===== config.mk =====
export PLATFORM = sky130hd
export DESIGN_NAME = outport_rr
export DESIGN_NICKNAME = d
export VERILOG_FILES = /design/src/rtl/outport_rr.sv
export SDC_FILE = /design/constraint.sdc
export NUM_CORES = 1
export LEC_CHECK = 0
export ABC_AREA = 1
export CORE_MARGIN = 4
export CORE_UTILIZATION = 41
export CTS_BUF_LIST = sky130_fd_sc_hd__clkbuf_8
export DETAILED_ROUTE_END_ITERATION = 12
export GPL_ROUTABILITY_DRIVEN = 0
export PLACE_DENSITY_LB_ADDON = 0.3
export SYNTH_ARGS = -nofsm -noshare
export SYNTH_HDL_FRONTEND = slang
export SYNTH_SLANG_ARGS = --single-unit

===== constraint.sdc =====
create_clock -name clka -period 4.6 [get_ports clka]
set_clock_uncertainty 0.1 [all_clocks]
set_input_delay 0.46 -clock clka [delete_from_list [all_inputs] [get_ports clka]]
set_output_delay 0.46 -clock clka [all_outputs]
set_load 0.02 [all_outputs]

===== src/rtl/outport_rr.sv =====
// rtl/outport_rr.sv - round-robin output port with downstream credit tracking and toggling diff-pair flit signalling
// Optional feature macro: OUTPORT_FLIT_COUNT_EN (adds flit_count_dout launch counter)
module outport_rr #(
    parameter int NUM_REQ      = 4,
    parameter int CHANNEL_W    = 48,
    parameter int BUFFER_DEPTH = 4
) (
    input  logic                           clka,
    input  logic                           rsta_n,
    input  logic [NUM_REQ-1:0]             request_din,
    input  logic [NUM_REQ*CHANNEL_W-1:0]   channel_din,
    input  logic                           credit_din,
    output logic [NUM_REQ-1:0]             grant_dout,
    output logic [1:0]                     diff_pair_dout,
    output logic [CHANNEL_W-1:0]           channel_dout,
    output logic [3:0]                     credit_count_dout
`ifdef OUTPORT_FLIT_COUNT_EN
    ,
    output logic [15:0]                    flit_count_dout
`endif
);

    localparam int PTR_W = $clog2(NUM_REQ);

    typedef enum logic {IDLE, SEND} state_t;

    state_t                 state_q, state_d;
    logic [PTR_W-1:0]       rr_ptr_q, rr_ptr_d;
    logic [NUM_REQ-1:0]     grant_q, grant_d;
    logic [1:0]             diff_q, diff_d;
    logic [CHANNEL_W-1:0]   chan_q, chan_d;
    logic [3:0]             credit_q, credit_d;
`ifdef OUTPORT_FLIT_COUNT_EN
    logic [15:0]            flit_cnt_q, flit_cnt_d;
`endif

    logic [CHANNEL_W-1:0]   slice [NUM_REQ];
    logic                   found;
    logic                   launch;
    logic [PTR_W-1:0]       winner;
    logic [PTR_W-1:0]       cand;
    logic [4:0]             credit_sum;
    int                     idx;

    for (genvar g = 0; g < NUM_REQ; g++) begin : g_slice
        assign slice[g] = channel_din[g*CHANNEL_W +: CHANNEL_W];
    end

    // Search starts just after the last winner so every inport is served in turn.
    always_comb begin
        found  = 1'b0;
        winner = '0;
        cand   = '0;
        idx    = 0;
        for (int i = 1; i <= NUM_REQ; i++) begin
            idx = int'(rr_ptr_q) + i;
            if (idx >= NUM_REQ) idx = idx - NUM_REQ;
            cand = PTR_W'(idx);
            if (!found && request_din[cand]) begin
                found  = 1'b1;
                winner = cand;
            end
        end
    end

    assign launch = (state_q == IDLE) && found && (credit_q != 4'd0);

    always_comb begin
        state_d    = state_q;
        rr_ptr_d   = rr_ptr_q;
        grant_d    = '0;
        diff_d     = diff_q;
        chan_d     = chan_q;
        credit_sum = {1'b0, credit_q} + {4'b0, credit_din} - {4'b0, launch};
        credit_d   = (credit_sum > 5'(BUFFER_DEPTH)) ? 4'(BUFFER_DEPTH) : credit_sum[3:0];
`ifdef OUTPORT_FLIT_COUNT_EN
        flit_cnt_d = launch ? flit_cnt_q + 16'd1 : flit_cnt_q;
`endif
        case (state_q)
            IDLE: begin
                if (launch) begin
                    grant_d[winner] = 1'b1;
                    chan_d          = slice[winner];
                    diff_d          = ~diff_q;
                    rr_ptr_d        = winner;
                    state_d         = SEND;
                end
            end
            SEND:    state_d = IDLE;
            default: state_d = IDLE;
        endcase
    end

    always_ff @(posedge clka or negedge rsta_n) begin
        if (!rsta_n) begin
            state_q    <= IDLE;
            rr_ptr_q   <= PTR_W'(NUM_REQ - 1);
            grant_q    <= '0;
            diff_q     <= 2'b10;
            chan_q     <= '0;
            credit_q   <= 4'(BUFFER_DEPTH);
`ifdef OUTPORT_FLIT_COUNT_EN
            flit_cnt_q <= '0;
`endif
        end else begin
            state_q    <= state_d;
            rr_ptr_q   <= rr_ptr_d;
            grant_q    <= grant_d;
            diff_q     <= diff_d;
            chan_q     <= chan_d;
            credit_q   <= credit_d;
`ifdef OUTPORT_FLIT_COUNT_EN
            flit_cnt_q <= flit_cnt_d;
`endif
        end
    end

    assign grant_dout        = grant_q;
    assign diff_pair_dout    = diff_q;
    assign channel_dout      = chan_q;
    assign credit_count_dout = credit_q;
`ifdef OUTPORT_FLIT_COUNT_EN
    assign flit_count_dout   = flit_cnt_q;
`endif

endmodule


==> results of run 1 <==
==> synth_stat cells (all sizes together) <==
cell type,instances,area share [%]
nand3,171,18
dfstp,4,2.2
xnor2,2,0.36
nand2,249,20
a31oi,1,0.13
o21ai,3,0.39
nand3b,1,0.16
nor3,2,0.21
dfrtp,57,30
nand4,1,0.13
a211oi,1,0.16
a21oi,3,0.31
clkbuf,12,0.93
nor2,11,1.7
buf,29,4.2
ha,6,1.6
conb,1,0.078
xor2,3,0.54
fa,1,0.41
inv,158,12
or2,55,7.1
==> through the flow <==
stage          worst slack [ps]  std cells  power, mW
2_1_floorplan              1000        771       4.22
3_3_place_gp               1110       1135       5.27
3_5_place_dp                980       1135       5.35
4_1_cts                    1180       1151       5.85
5_1_grt                     909       1151       6.43
6_report                   1160       1151       5.81
==> worst max-delay path, cell delays in order (launching register included) <==
cell and delay (ps):
dfstp_2 630, inv_4 80, nand2_1 60, nand2_1 70
nand2_1 110, nand2_2 90, nor2_4 100, nand3b_1 110
nand2_2 90, inv_2 40, ha_1 260, inv_1 40
ha_1 190, fa_1 410, nand2_1 80, nand2_1 50
a21oi_1 170, xor2_1 90, a211oi_1 190, inv_1 100
or2_2 300
==> state kept, by name, indices dropped and copies added, names as in the netlist <==
| name | cells |
|---|---|
| channel_dout | 48 |
| credit_count_dout | 4 |
| grant_dout | 4 |
| diff_pair_dout | 2 |
| rr_ptr_q | 2 |
| state_q | 1 |
==> worst max path at each step <==
| stage | cells past startpoint | endpoint | slack, ps |
|---|---|---|---|
| 5_1_grt | 20 | credit_count_dout[2] | 910 |
| 3_5_place_dp | 20 | credit_count_dout[2] | 980 |
| 2_1_floorplan | 23 | credit_count_dout[2] | 1000 |
| 6_report | 20 | credit_count_dout[2] | 1160 |
| 4_1_cts | 20 | credit_count_dout[2] | 1180 |
| 3_3_place_gp | 20 | credit_count_dout[2] | 1110 |
==> cells by family after synthesis <==
logic type / after synthesis / synth area share [%]
simple gates: 490 / 46.9
buf+inv: 199 / 17.5
fa+ha+maj: 7 / 1.97
compound gates: 8 / 0.983
other cells: 1 / 0.0776
flops: 61 / 31.7
xor+xnor: 5 / 0.906
==> layout by cell type, fill, tap and decap left out, types with 3 or more instances in the layout <==
master	n
clkdlybuf4s50_1	255
nand2_1	243
nand3_1	170
inv_1	155
dfrtp_1	57
or2_1	54
clkbuf_8	9
nor2_1	7
ha_1	6
buf_4	5
nand2_2	4
dfstp_2	4
nor2_4	3
xor2_1	3
a21oi_1	3
clkinvlp_4	3
==> metal layers <==
layer / GRT usage (%) / part of all wire [%]
met1: 29.1 / 41
met5: 0 / 0
met4: 8.87 / 2.9
met3: 5.80 / 8.9
met2: 36.7 / 47
==> where the power goes <==
part	leakage, nW	internal, mW	total, mW	switching, mW
registers	0.743	0.842	0.995	0.153
clock network	0.0918	0.252	0.482	0.230
logic	3.10	1.63	4.34	2.70
==> area by class of cell <==
cell class	count	share of cell area, %
Clock buffer	9	1.63
Clock inverter	7	0.991
Inverter	158	7.86
Multi-Input combinational cell	511	32.4
Sequential cell	61	20.2
Tap cell	143	2.36
Timing Repair Buffer	262	34.5
==> reports/qor.tcl, run 1 <==
set qor(floorplan.initialDensity_pct) 42.2
set qor(post-route-util_pct) 66.1
set qor(p_per_area_nw_per_um2) 767
set qor(die_h_um) 117
set qor(area.growth.synth_to_final_pct) 56.8
set qor(slew_headroom_pct) 46.0
set qor(ys_types) 33
set qor(place_hpwl_um) 11900
set qor(worst-endpoint-required_ps) 4760
set qor(setup_viol_count_final) 0
set qor(tightest_pin_transition_ps) 811
set qor(ys_seq_elements) 61
set qor(grt_start_max_net_pins) 104
set qor(core_area_um2) 11500
set qor(io_buffers) 256
set qor(globalRouteTotalUtil_pct) 22.7
set qor(drt-initial-drc-count) 334
set qor(grt_overflow) 0
set qor(setup_total_negative_slack_ps) 0
set qor(status) {finished, final reports clean}
set qor(clock_path_buffers) 2
set qor(synthesized_netlist_net_count) 977
set qor(post_synth_instance_area_um2) 4830
set qor(leakage_power_total_nw) 3.93
set qor(diodes) 0
set qor(grt_pass1_vias) 4998
set qor(startpoint) {rr_ptr_q[0]}
set qor(cts.hold.buffers_added) 0
set qor(design.portCount) 257
set qor(tritoncts_num_sinks) 61
set qor(layout.area.seq_um2) 1530
set qor(hold_path_class) {primary input to async pin}
set qor(placementRows) 39
set qor(endpoint_kind) {flop}
set qor(yosysWarnings) 0
set qor(finalWirelength_um) 16000
set qor(drc) 0
set qor(drv_cap) 0
set qor(post_cts_sizing) 0
set qor(fin_nets) 1209
set qor(drv_slew) 0
set qor(grt_antenna_before_repair) 0
set qor(post_synth.cell_area_avg_um2) 6.27
set qor(rsz0062_at_grt) {false}
set qor(clock_insertion_delay_worst_skew_ps) 330
set qor(drt-wirelength-per-cell_um) 13.9
set qor(wire_length_of_the_first_global_routing_pass_um) 24500
set qor(timing.rr.start) {rr_ptr_q[0]}
set qor(cp_class) {flop to flop}
set qor(post_layout_min_period_ps) 3440
set qor(hold_slack_ps) 179
set qor(routed_via_density) 4.66
set qor(path_clk_slew_ps) 80
set qor(worst-r2r-setup-slack_ps) 1160
set qor(synth_sequential_area_ratio_pct) 31.7
set qor(route.vias.total) 5360
set qor(postCtsSetupBuffers) 0
set qor(post-route-period-util_pct) 74.7
set qor(clk_root_buffer_cell) {clkbuf_8}
set qor(path_max_fanout) 10
set qor(clock_tree.htree_level_count) 3
set qor(post_synthesis_cell_count) 771
set qor(fmaxAchievable_mhz) 291
set qor(fillerInstances) 1027
set qor(layout-drive-gt1-share_pct) 4.27
set qor(drt_pass1_iterations) 5
set qor(tritoncts) {yes}
set qor(multi_input_comb_area_um2) 2460
set qor(r2r_cells) 20
set qor(crit-reg2reg-capture) {credit_count_dout[2]}
set qor(post-route-cell-area_um2) 7580
set qor(irDropWorstVdd_mv) 0.591
set qor(report.final.hold_viol_count) 0
set qor(worst-endpoint-arrival_ps) 3600
set qor(post_dp_cell_area_um2) 7380
set qor(final_antenna_net_count) 0
set qor(die-area_um2) 13600
set qor(critical_path.startpoint_type) {flop}
set qor(die_width_um) 117
set qor(cts_buffers) 9
Note: power is estimated with default switching activity, not from simulation.
==> run 2: changes to the inputs <==
clock period = 3.6 ns   (was 4.6 ns; I/O delays follow)
==> run 2 against run 1 <==
Clock power is 18% higher. Maximum frequency up 0.84%. Hold slack worse by 140 ps. Flip-flop and latch count unchanged. Worst setup slack lost 970 ps. Wire length up 1.1%. Core utilization up 0.48 points. First-iteration DRC count is 21% lower. Highest routed layer unchanged.
==> reports/qor.tcl, run 2 (synthesized netlist as in run 1, its figures left out) <==
set qor(path_max_fanout) 7
set qor(design.portCount) 257
set qor(globalRouteTotalUtil_pct) 22.8
set qor(setup_viol_count_final) 0
set qor(final_antenna_net_count) 0
set qor(p_seq_share_pct) 16.7
set qor(post_dp_cell_area_um2) 7420
set qor(floorplan.initialDensity_pct) 42.2
set qor(io_buffers) 256
set qor(area.growth.synth_to_final_pct) 57.9
set qor(drc) 0
set qor(post-route-cell-area_um2) 7630
set qor(leakage_power_total_nw) 3.97
set qor(tritoncts) {yes}
set qor(internal_power_mw) 3.55
set qor(tritoncts_num_sinks) 61
set qor(endpoint_kind) {flop}
set qor(worst-endpoint-arrival_ps) 3580
set qor(irDropWorstVdd_mv) 0.623
set qor(clk_root_buffer_cell) {clkbuf_8}
set qor(drt-initial-drc-count) 264
set qor(number_of_flip_flops_under_the_largest_register_name) 48
set qor(post-route-period-util_pct) 94.7
set qor(grt_overflow) 0
set qor(clock_path_buffers) 2
set qor(cts_buffers) 9
set qor(hold_path_class) {primary input to async pin}
set qor(switching_share_pct) 52.9
set qor(fillerInstances) 1059
set qor(status) {finished, final reports clean}
set qor(drt-wirelength-per-cell_um) 14.0
set qor(drv_slew) 0
set qor(p_per_area_nw_per_um2) 986
set qor(layout-drive-gt1-share_pct) 5.02
set qor(post_layout_min_period_ps) 3410
set qor(grt_start_max_net_pins) 75
set qor(cp_class) {flop to flop}
set qor(place_hpwl_um) 12300
set qor(grt_antenna_before_repair) 0
set qor(report.final.hold_viol_count) 0
set qor(fin_nets) 1217
set qor(setup_total_negative_slack_ps) 0
set qor(total_switching_power_mw) 3.98
set qor(layout_common_cells) {255 x clkdlybuf4s50_1, 243 x nand2_1, 170 x nand3_1}
set qor(die_width_um) 117
set qor(placementRows) 39
set qor(slew_headroom_pct) 40.7
set qor(power_frac_comb_pct) 75.7
set qor(tightest_pin_transition_ps) 890
set qor(fmaxAchievable_mhz) 293
set qor(routed_via_density) 4.69
set qor(clock_tree.htree_level_count) 3
set qor(route.vias.total) 5435
set qor(path_clk_slew_ps) 80
set qor(wire_length_of_the_first_global_routing_pass_um) 24600
set qor(power.clock.fraction_pct) 7.6
set qor(finalWirelength_um) 16200
set qor(clock_insertion_delay_worst_skew_ps) 340
set qor(worst-endpoint-required_ps) 3770
set qor(grt_pass1_vias) 5110
set qor(drv_cap) 0
set qor(core_area_um2) 11500
set qor(hold_slack_ps) 38.9
set qor(die-area_um2) 13600
set qor(diodes) 0
set qor(die_h_um) 117
set qor(drt_pass1_iterations) 5
set qor(critical_path.startpoint_type) {flop}
set qor(post-layout-total-power_mw) 7.52
set qor(final_common_cell) {clkdlybuf4s50_1}
[run 2: area by class of cell]
class,instances,area [um2],share of cell area (%)
Multi-Input combinational cell,511,2460,32.2
Clock inverter,7,57.6,0.754
Timing Repair Buffer,270,2690,35.2
Sequential cell,61,1530,20.1
Tap cell,143,179,2.34
Inverter,158,596,7.80
Clock buffer,9,124,1.62
[run 2: worst paths after layout]
check | from | endpoint | slack, ps | cells after the start
min in group clka | channel_dout[1] | channel_dout[1] | 380 | 2
hold reg to reg | channel_dout[1] | channel_dout[1] | 380 | 2
max in group asynchronous | rsta_n | channel_dout[25] | 2500 | 2
hold / removal | rsta_n | channel_dout[13] | 40 | 1
setup reg to reg | rr_ptr_q[1] | credit_count_dout[2] | 190 | 20
setup / recovery | rr_ptr_q[1] | credit_count_dout[2] | 190 | 20
[run 2: per-layer routing]
metal  vias to the layer above  global-route usage (%)  part of all wire [%]
met5                         -                       0                     0
li1                       2793                       -                     -
met2                       188                    39.5                    48
met4                         0                    7.34                   2.7
met1                      2422                    26.8                    40
met3                        32                    7.15                   8.9
[run 2: critical path, stage by stage, from the launching register on]
cell and delay [ps]:
dfstp_2 600, inv_2 100, nand2_1 80, nand2_1 70, nand2_1 100, nand2_2 90, nor2_4 110, nand3b_1 120
nand2_2 90, inv_2 40, ha_1 260, inv_1 40, ha_1 200, fa_1 410, nand2_1 80, nand2_1 40
a21oi_1 160, xor2_1 100, a211oi_1 180, inv_1 90, or2_2 280
[run 2: power by group through the flow]
| stage | clock network (mW) | logic (mW) | registers, mW |
|---|---|---|---|
| global placement | 0 | 5.60 | 1.26 |
| floorplan | 0 | 3.79 | 1.61 |
| finish | 0.570 | 5.69 | 1.26 |
| global route | 0.622 | 6.39 | 1.30 |
| CTS | 0.595 | 5.71 | 1.26 |
| detailed placement | 0 | 5.70 | 1.27 |
[run 2: what timing repair did]
item,CTS,global route
setup buffers,0,4
hold endpoints to repair,0,0
hold buffers,0,0
setup endpoints to repair,0,1
gates resized for setup,0,0
[run 2: metrics by stage]
stage | std cells | utilization (%) | worst slack (ps)
2_1_floorplan | 771 | - | 3.73
3_3_place_gp | 1139 | 64.7 | 199
3_5_place_dp | 1139 | 64.7 | 89.4
4_1_cts | 1155 | 66.3 | 205
5_1_grt | 1159 | 66.6 | -4.51
6_report | 1159 | 66.6 | 191
==> edit: new RTL, settings of run 2 <==
Change the parameter `NUM_REQ` from 4 to 2.
--- a/src/rtl/outport_rr.sv
+++ b/src/rtl/outport_rr.sv
@@ -2,5 +2,5 @@
 // Optional feature macro: OUTPORT_FLIT_COUNT_EN (adds flit_count_dout launch counter)
 module outport_rr #(
-    parameter int NUM_REQ      = 4,
+    parameter int NUM_REQ      = 2,
     parameter int CHANNEL_W    = 48,
     parameter int BUFFER_DEPTH = 4
Ports: changed (resized channel_din, grant_dout and request_din); port bits go from 257 to 157. The function was not compared with the original's and may differ.
==> edit against run 2 <==
  * Critical path depth shrank 5
  * Count of clock-buffer cells in the layout rose by 1
  * Area after synthesis decreased by 45%
  * Worst setup slack gained 0.80 ns
  * Final area shrank 42%
  * Sequential cell count decreased by 3
  * Synthesized cell count fell by 59%
  * Power down 52%
  * Wire length shrank 50%
  * Critical path type unchanged
  * Critical endpoint unchanged
  * Largest cell class unchanged
==> edit: results <==
[global_routing]
grt_first_pass_wirelength_mm = 12.3

[critical_path]
crit_family = "adder cells"
reg2regPathDepth = 15
r2r_slack_ns = 0.99
reg2reg_from = "credit_count_dout[2]"
cpPeakStageDelay_ns = 0.55

[cells_and_area]
layout.nonclk_buf_share_pct = 36.5
fin_nets = 582
fillCellCount = 501
utilization_pct = 69.4
multi_input_area_mm2 = 0.00105

[synth]
synth-seq-area-share_pct = 54.5
syn_avg_cell_area_um2 = 8.42
synth_common_cells = "nand2_1 (154), dfrtp_1 (55), nand3_1 (54), inv_1 (13), buf_6 (7)"

[placed_design]
placed_area_mm2 = 0.00425
dp_hpwl_mm = 5.95
dp.cells = 539
io_buffers = 156
post-place-ws_ns = 0.829

[power_and_ir_drop]
power.leakage_nw = 2.02
seqPwrFrac_pct = 32.0
switching_share_pct = 40.9

[detailed_routing]
drt_iter0_drc = 92

[sta]
fin_crit_ns = 2.61
hold-worst-slack_ns = 0.392

[clock_network]
clk_latency_ns = 0.32
holdBufCountCts = 1
clk_pin_slew_ns = 0.06

[status]
status = "finished clean"
## edit: changes by cell type in the layout (fill, tap and decap cells not counted), moves of 3 or more
| cell | delta |
|---|---|
| inv_6 | -3 |
| clkdlybuf4s50_1 | -100 |
| nand2_2 | -3 |
| or2_1 | -54 |
| clkinvlp_4 | -3 |
| inv_1 | -141 |
| nand3_1 | -116 |
| nor2_1 | -3 |
| nand2_1 | -89 |
| buf_4 | -9 |
## edit: kinds of logic (layout without fill, tap and decap cells)
family          Yosys count  count (layout)  synth area share [%]
compound gates            2               2                 0.797
xor+xnor                  3               3                 0.985
fa+ha+maj                 7               7                  3.56
buf+inv                  28             186                  6.10
flops                    58              58                  54.5
other cells               1               1                 0.141
simple gates            218             218                  33.9
## edit: per-layer routing
metal  vias up  part of all wire [%]  track usage (%)
met5         -                     0                0
met3        10                   8.7             5.59
li1       1308                     -                -
met1      1263                    37             22.0
met2       103                    53             37.2
met4         0                   1.4             8.52
